==> src/rtl/i2s_controller.sv <==
// I2S transmitter: 16-bit stereo, 32 bit_clk slots per frame, registered outputs.
// Define I2S_LEFT_JUSTIFIED_EN for left-justified framing instead of standard I2S.
module i2s_controller #(
    parameter int BCLK_DIV = 2
) (
    input  logic        clk,
    input  logic        reset,
    input  logic [15:0] sample_left,
    input  logic [15:0] sample_right,
    output logic        bit_clk,
    output logic        frame_clk,
    output logic        data
);

    localparam int DW = (BCLK_DIV > 1) ? $clog2(BCLK_DIV) : 1;
    localparam logic [DW-1:0] DIV_LAST = DW'(BCLK_DIV - 1);

`ifdef I2S_LEFT_JUSTIFIED_EN
    localparam logic [4:0] LATCH_SLOT = 5'd0;
`else
    // Standard I2S: one-slot delay after the word-select edge.
    localparam logic [4:0] LATCH_SLOT = 5'd1;
`endif

    logic [DW-1:0] div_q;
    logic [4:0]    slot_q;
    logic [4:0]    slot_nx;
    logic [31:0]   sr_q;
    logic          tick;
    logic          fall;
    logic          latch;

    assign tick    = (div_q == DIV_LAST);
    assign fall    = tick & bit_clk;
    assign slot_nx = slot_q + 5'd1;
    assign latch   = fall & (slot_nx == LATCH_SLOT);

    always_ff @(posedge clk or negedge reset) begin
        if (!reset) begin
            div_q <= '0;
        end else if (tick) begin
            div_q <= '0;
        end else begin
            div_q <= div_q + DW'(1);
        end
    end

    always_ff @(posedge clk or negedge reset) begin
        if (!reset) begin
            bit_clk <= 1'b0;
        end else if (tick) begin
            bit_clk <= ~bit_clk;
        end
    end

    always_ff @(posedge clk or negedge reset) begin
        if (!reset) begin
            slot_q    <= 5'd31;
            frame_clk <= 1'b1;
        end else if (fall) begin
            slot_q    <= slot_nx;
            frame_clk <= slot_nx[4];
        end
    end

    // The MSB goes straight to data on the latch edge; the register keeps the rest.
    always_ff @(posedge clk or negedge reset) begin
        if (!reset) begin
            sr_q <= '0;
            data <= 1'b0;
        end else if (latch) begin
            sr_q <= {sample_left[14:0], sample_right, 1'b0};
            data <= sample_left[15];
        end else if (fall) begin
            sr_q <= {sr_q[30:0], 1'b0};
            data <= sr_q[31];
        end
    end

endmodule

==> config.mk <==
export PLATFORM = sky130hd
export DESIGN_NAME = i2s_controller
export DESIGN_NICKNAME = d
export VERILOG_FILES = /design/src/rtl/i2s_controller.sv
export SDC_FILE = /design/constraint.sdc
export NUM_CORES = 1
export LEC_CHECK = 0
export BUFFER_PORTS_ARGS = -buffer_cell sky130_fd_sc_hd__clkbuf_2
export CORE_ASPECT_RATIO = 0.75
export CORE_MARGIN = 1
export CORE_UTILIZATION = 55
export CTS_BUF_LIST = sky130_fd_sc_hd__clkbuf_4 sky130_fd_sc_hd__clkbuf_8
export DETAILED_ROUTE_END_ITERATION = 10
export PLACE_DENSITY = 0.85
export RECOVER_POWER = 100
export SLEW_MARGIN = 40
export SYNTH_ARGS = -nofsm -noshare
export SYNTH_HDL_FRONTEND = slang
export SYNTH_SLANG_ARGS = --single-unit
==> constraint.sdc <==
create_clock -name clk -period 2.25 [get_ports clk]
set_clock_uncertainty 0.2 [all_clocks]
set_input_delay 0.45 -clock clk [delete_from_list [all_inputs] [get_ports clk]]
set_output_delay 0.45 -clock clk [all_outputs]
set_load 0.01 [all_outputs]
==> flow_summary.json, run 1 <==
{
  "worst_slack_ns": 0.1577,
  "hold_viol_final": 0,
  "r2r_slack_ns": 0.16,
  "fp-row-count": 18,
  "dieHeight_um": 54.28,
  "insertion_delay_ns": 0.29,
  "finalPower_w": 0.001325,
  "hpwl_um": 2613,
  "worst-r2r-cell-count": 6,
  "p_seq_frac": 0.550,
  "fmax_mhz": 477.9,
  "vias": 1691,
  "place_congestion": 0.8211,
  "grt_max_degree": 34,
  "antenna_found_initial": 0,
  "hold_end": "sr_q[1]",
  "syn_nets": 247,
  "diodes": 0,
  "drv_cap": 0,
  "drive_gt1_frac": 0.2305,
  "ios": 37,
  "grt_setup_unrepaired": "false",
  "synth_edf_count": 0,
  "fin_tns_setup_ns": 0,
  "synthCells": 211,
  "pre_cts_ws_ns": 0.07037,
  "avgSynthCellArea_um2": 9.500,
  "p_leak_nw": 0.9969,
  "reg2reg_to": "sr_q[3]",
  "start_util": 0.5933,
  "cts_buffers": 5,
  "cts_max_level": 2,
  "via_per_inst": 5.975,
  "cp.required_ns": 2.23,
  "period_minus_slack_ns": 2.092,
  "synth_flop_cell": "dfrtp_1",
  "area_delta_synth_final_pct": 11.05,
  "die_x_um": 71.71,
  "cts-root-buf": "clkbuf_8",
  "utilization": 0.6589,
  "finalWirelength_um": 4185,
  "drt_pass1_iterations": 5,
  "setup_viol": 0,
  "worstSetupStartpointType": "register",
  "hp-start": "sample_right[0]",
  "path_class": "reg2reg",
  "cts_buffer_depth": 2,
  "p_clk_frac": 0.394,
  "ys_seq_elements": 39,
  "end_kind": "register",
  "grt_pass1_vias": 1506,
  "drv_slew": 0,
  "status": "finished clean",
  "async_reset_ff_frac": 1.000,
  "ys_types": 26,
  "swShare": 0.2188,
  "final_area_mm2": 0.002226,
  "cts_tree": "built",
  "fin_crit_sh": 0.9299,
  "drt-initial-drc-count": 193,
  "relSlewSlack": 0.2966,
  "grt_first_pass_wirelength_um": 6713,
  "die_area_mm2": 0.003892,
  "cellPowerDensity_mw_per_mm2": 595.2,
  "synth.yosys.warnings": 0,
  "syn_area_mm2": 0.002004,
  "track_usage": 0.2308,
  "p_sw_w": 0.0002898,
  "place_area_mm2": 0.002113,
  "worst_pin_slew_ns": 1.055,
  "cts.sinks": 39,
  "ys_seq_area_frac": 0.4900,
  "layout.nets": 278,
  "wl_per_cell_um": 14.79,
  "drc": 0,
  "vdd_drop_max_v": 0.0005419,
  "cts_setup_buffers": 0,
  "internal_power_w": 0.001035,
  "antenna_left": 0,
  "r2r-start": "slot_q[0]",
  "hold_path.class": "in2reg",
  "power_frac_comb": 0.056,
  "clk_pin_slew_ns": 0.08,
  "min_path_cells": 3,
  "core_region_area_mm2": 0.003378,
  "worst_ep_arrival_time_ns": 2.07,
  "crit_fanout": 32,
  "port_buffers": 36,
  "grt_overflow": 0
}
[cells in the final DEF, fill, tap and decap left out, types with 2 or more instances in the layout]
cell type   n
inv_1       3
clkbuf_8    7
o21ai_1     2
dfstp_2     4
clkbuf_1    3
nand2_1     5
nand4_1     3
clkbuf_2   36
nor2_1     31
ha_1        2
a21oi_1    31
o21ai_0    31
buf_4       3
xnor2_1     5
a31oi_1    31
dfrtp_1    34
[timing repair]
action,CTS,global route
hold buffers,1,0
resized for setup,0,1
hold endpoints to repair,13,0
endpoints found under the setup margin,0,31
[cells by family after synthesis]
family	after synthesis	synth area share
AND/OR/NAND/NOR	43	0.09800
adder cells (fa/ha/maj)	2	0.01248
XOR/XNOR	6	0.02622
flip-flops	39	0.4900
buffers and inverters	23	0.09863
AO/OA/AOI/OAI	98	0.2747
[power groups by stage]
stage | registers [W] | clock network (W) | logic [W]
6_report | 0.000729 | 0.000521 | 0.0000743
5_1_grt | 0.000731 | 0.000563 | 0.0000854
4_1_cts | 0.000729 | 0.000536 | 0.0000771
3_5_place_dp | 0.000742 | 0 | 0.0000753
3_3_place_gp | 0.000742 | 0 | 0.0000743
2_1_floorplan | 0.000741 | 0 | 0.0000242
[sequential cells by signal, summed over array words and instances (netlist names)]
name / flops
slot_q: 5
sr_q: 31
div_q: 1
bit_clk: 1
data: 1
[cell type report]
type                       count  area, um2
sequential                    39      982.2
fill                         296       1152
timing repair buffer          44      244.0
multi-input combinational    149      834.6
tap                           40      50.05
clock inverter                 1      7.507
clock buffer                   7      96.34
inverter                       3      11.26
[stage by stage]
step                      hold slack, ns  cells
after floorplan                 -0.04559    211
after global placement            0.2321    274
after detailed placement          0.2295    274
after CTS                         0.1946    283
after global routing              0.2035    283
final                             0.1967    283
[critical path: stages, from the launching register on]
cell,delay [ns]
dfstp_2,0.57
inv_1,0.07
ha_1,0.25
nor4b_4,0.16
a41o_4,0.39
a31oi_1,0.25
a21oi_1,0.09
[layer usage]
metal,wire [um],GRT usage
met1,1957,0.3039
met3,275,0.05893
met4,28,0.07190
met5,0,0
met2,1923,0.3836
[worst max-delay path by stage]
stage / to / slack (ns) / startpoint / cells past startpoint
3_3_place_gp: sr_q[4] / 0.13 / slot_q[0] / 6
3_5_place_dp: sr_q[3] / 0.07 / slot_q[0] / 6
6_report: sr_q[3] / 0.16 / slot_q[0] / 6
5_1_grt: sr_q[3] / 0.04 / slot_q[0] / 6
2_1_floorplan: sr_q[26] / 0.33 / slot_q[0] / 7
4_1_cts: sr_q[22] / 0.06 / slot_q[0] / 5
[synth_stat cells (2+ instances only)]
library cell	n	share of area
dfrtp_1	34	0.42
a21oi_1	31	0.077
a31oi_1	31	0.097
nor2_1	31	0.058
o21ai_0	31	0.077
buf_6	7	0.039
dfstp_2	5	0.066
nand2_1	5	0.0094
xnor2_1	5	0.022
buf_2	4	0.010
clkbuf_8	4	0.027
inv_1	3	0.0056
nand4_1	3	0.0094
clkbuf_1	2	0.0037
dlygate4sd1_1	2	0.0087
ha_1	2	0.012
o21ai_1	2	0.0050
(Power assumes the default switching activity.)
==> inputs of run 2 (changes only) <==
--- a/config.mk
+++ b/config.mk
@@ -8,10 +8,10 @@
 export BUFFER_PORTS_ARGS = -buffer_cell sky130_fd_sc_hd__clkbuf_2
 export CORE_ASPECT_RATIO = 0.75
 export CORE_MARGIN = 1
-export CORE_UTILIZATION = 55
+export CORE_UTILIZATION = 25
 export CTS_BUF_LIST = sky130_fd_sc_hd__clkbuf_4 sky130_fd_sc_hd__clkbuf_8
 export DETAILED_ROUTE_END_ITERATION = 10
-export PLACE_DENSITY = 0.85
+export PLACE_DENSITY = 0.48
 export RECOVER_POWER = 100
 export SLEW_MARGIN = 40
 export SYNTH_ARGS = -nofsm -noshare
==> flow_summary.json, run 2 (synthesis results as in run 1) <==
{
  "antenna_found_initial": 0,
  "mostFrequentLayoutCell": "clkbuf_2",
  "fill_cells": 795,
  "cts_buffer_depth": 2,
  "top_register": "sr_q",
  "p_leak_nw": 1.016,
  "cts_tree": "built",
  "finalWirelength_um": 4827,
  "period_minus_slack_ns": 2.082,
  "cellPowerDensity_mw_per_mm2": 605.4,
  "dieHeight_um": 79.55,
  "cts.sinks": 39,
  "setup_viol": 0,
  "grt_setup_unrepaired": "false",
  "port_buffers": 36,
  "clk_pin_slew_ns": 0.08,
  "grt_max_degree": 40,
  "place_area_mm2": 0.002230,
  "hold_buffers": 0,
  "layout.nets": 279,
  "drt_pass1_iterations": 4,
  "worstSetupStartpointType": "register",
  "end_kind": "register",
  "cts_max_level": 2,
  "die_x_um": 105.4,
  "cts_setup_buffers": 0,
  "grt_pass1_vias": 1613,
  "vias": 1614,
  "relSlewSlack": 0.3371,
  "status": "finished clean",
  "diodes": 0,
  "largest_reg_flops": 31,
  "insertion_delay_ns": 0.29,
  "fin_crit_sh": 0.9252,
  "hold_viol_final": 0,
  "drv_slew": 0,
  "worst_ep_arrival_time_ns": 2.05,
  "crit_chain": "inv_1 > ha_1 > nor4b_2 > a41o_2 > buf_12 > a31oi_1 > a21oi_1",
  "drt-initial-drc-count": 76,
  "slowest_delay_ns": 0.57,
  "antenna_left": 0,
  "path_class": "reg2reg",
  "start_util": 0.2661,
  "grt_overflow": 0,
  "fin_tns_setup_ns": 0,
  "drive_gt1_frac": 0.2418,
  "finalPower_w": 0.001411,
  "hold_path.class": "in2async",
  "core_region_area_mm2": 0.007533,
  "cts_buffers": 5,
  "drv_cap": 0,
  "drc": 0,
  "fmax_mhz": 480.4,
  "crit_fanout": 18,
  "fp-row-count": 27,
  "cp.required_ns": 2.22,
  "area_delta_synth_final_pct": 16.29,
  "utilization": 0.3094,
  "wl_per_cell_um": 13.99,
  "die_area_mm2": 0.008384,
  "cpMaxStageDelayCell": "dfstp_2",
  "worst-r2r-cell-count": 7,
  "layout_common_cells": "clkbuf_2, dfrtp_1",
  "cts_resized": 0,
  "reg_top3": "sr_q (31), slot_q (5)",
  "place_congestion": 0.6864,
  "ios": 37,
  "via_per_inst": 4.678,
  "vdd_drop_max_v": 0.0002287,
  "worst_pin_slew_ns": 0.9944,
  "track_usage": 0.1254,
  "final_area_mm2": 0.002331,
  "grt_first_pass_wirelength_um": 8266,
  "hpwl_um": 2969,
  "cts-root-buf": "clkbuf_8"
}
==> run 2: stage by stage <==
step / std cells / hold slack [ns] / setup slack (ns)
6_report: 345 / 0.1932 / 0.1684
4_1_cts: 345 / 0.03686 / 0.1951
3_3_place_gp: 337 / 0.2648 / 0.2257
5_1_grt: 345 / 0.2163 / 0.05829
3_5_place_dp: 337 / 0.2710 / 0.2177
2_1_floorplan: 211 / -0.04559 / 0.3305
==> run 2: layout make-up <==
class	instances	area, um2	area share
Multi-Input combinational cell	149	815.8	0.3500
Sequential cell	39	982.2	0.4214
Clock buffer	6	82.58	0.03543
Timing Repair Buffer	45	277.8	0.1192
Tap cell	101	126.4	0.05421
Inverter	3	11.26	0.004831
Clock inverter	2	35.03	0.01503
==> run 2: path summary, 6_finish.rpt <==
check | to | start | slack [ns]
setup / recovery | sr_q[9] | slot_q[0] | 0.17
hold / removal | bit_clk | reset | 0.19
setup reg to reg | sr_q[9] | slot_q[0] | 0.17
hold reg to reg | div_q | div_q | 0.28
max in group asynchronous | sr_q[5] | reset | 1.03
min in group clk | sr_q[1] | sample_right[0] | 0.19
==> run 2: critical path, delay by kind of cell (launching register included) <==
kind	cells	cell delay, ns
simple gates	1	0.18
fa+ha+maj	1	0.23
buf+inv	2	0.23
flops	1	0.57
compound gates	3	0.54
==> run 2: per-layer routing <==
| metal | track usage | vias to the layer above | share of wire | wire [um] |
|---|---|---|---|---|
| li1 | - | 822 | - | - |
| met1 | 0.1907 | 755 | 0.53 | 2550 |
| met2 | 0.1789 | 35 | 0.42 | 2024 |
| met3 | 0.03184 | 2 | 0.050 | 239 |
| met4 | 0.01690 | 0 | 0.0025 | 12 |
| met5 | 0 | - | 0 | 0 |
==> run 2: power by group <==
group / switching (W) / internal, W / total (W)
logic: 0.0000377 / 0.0000347 / 0.0000724
clock network: 0.000251 / 0.000359 / 0.000610
registers: 0.00000898 / 0.000720 / 0.000729
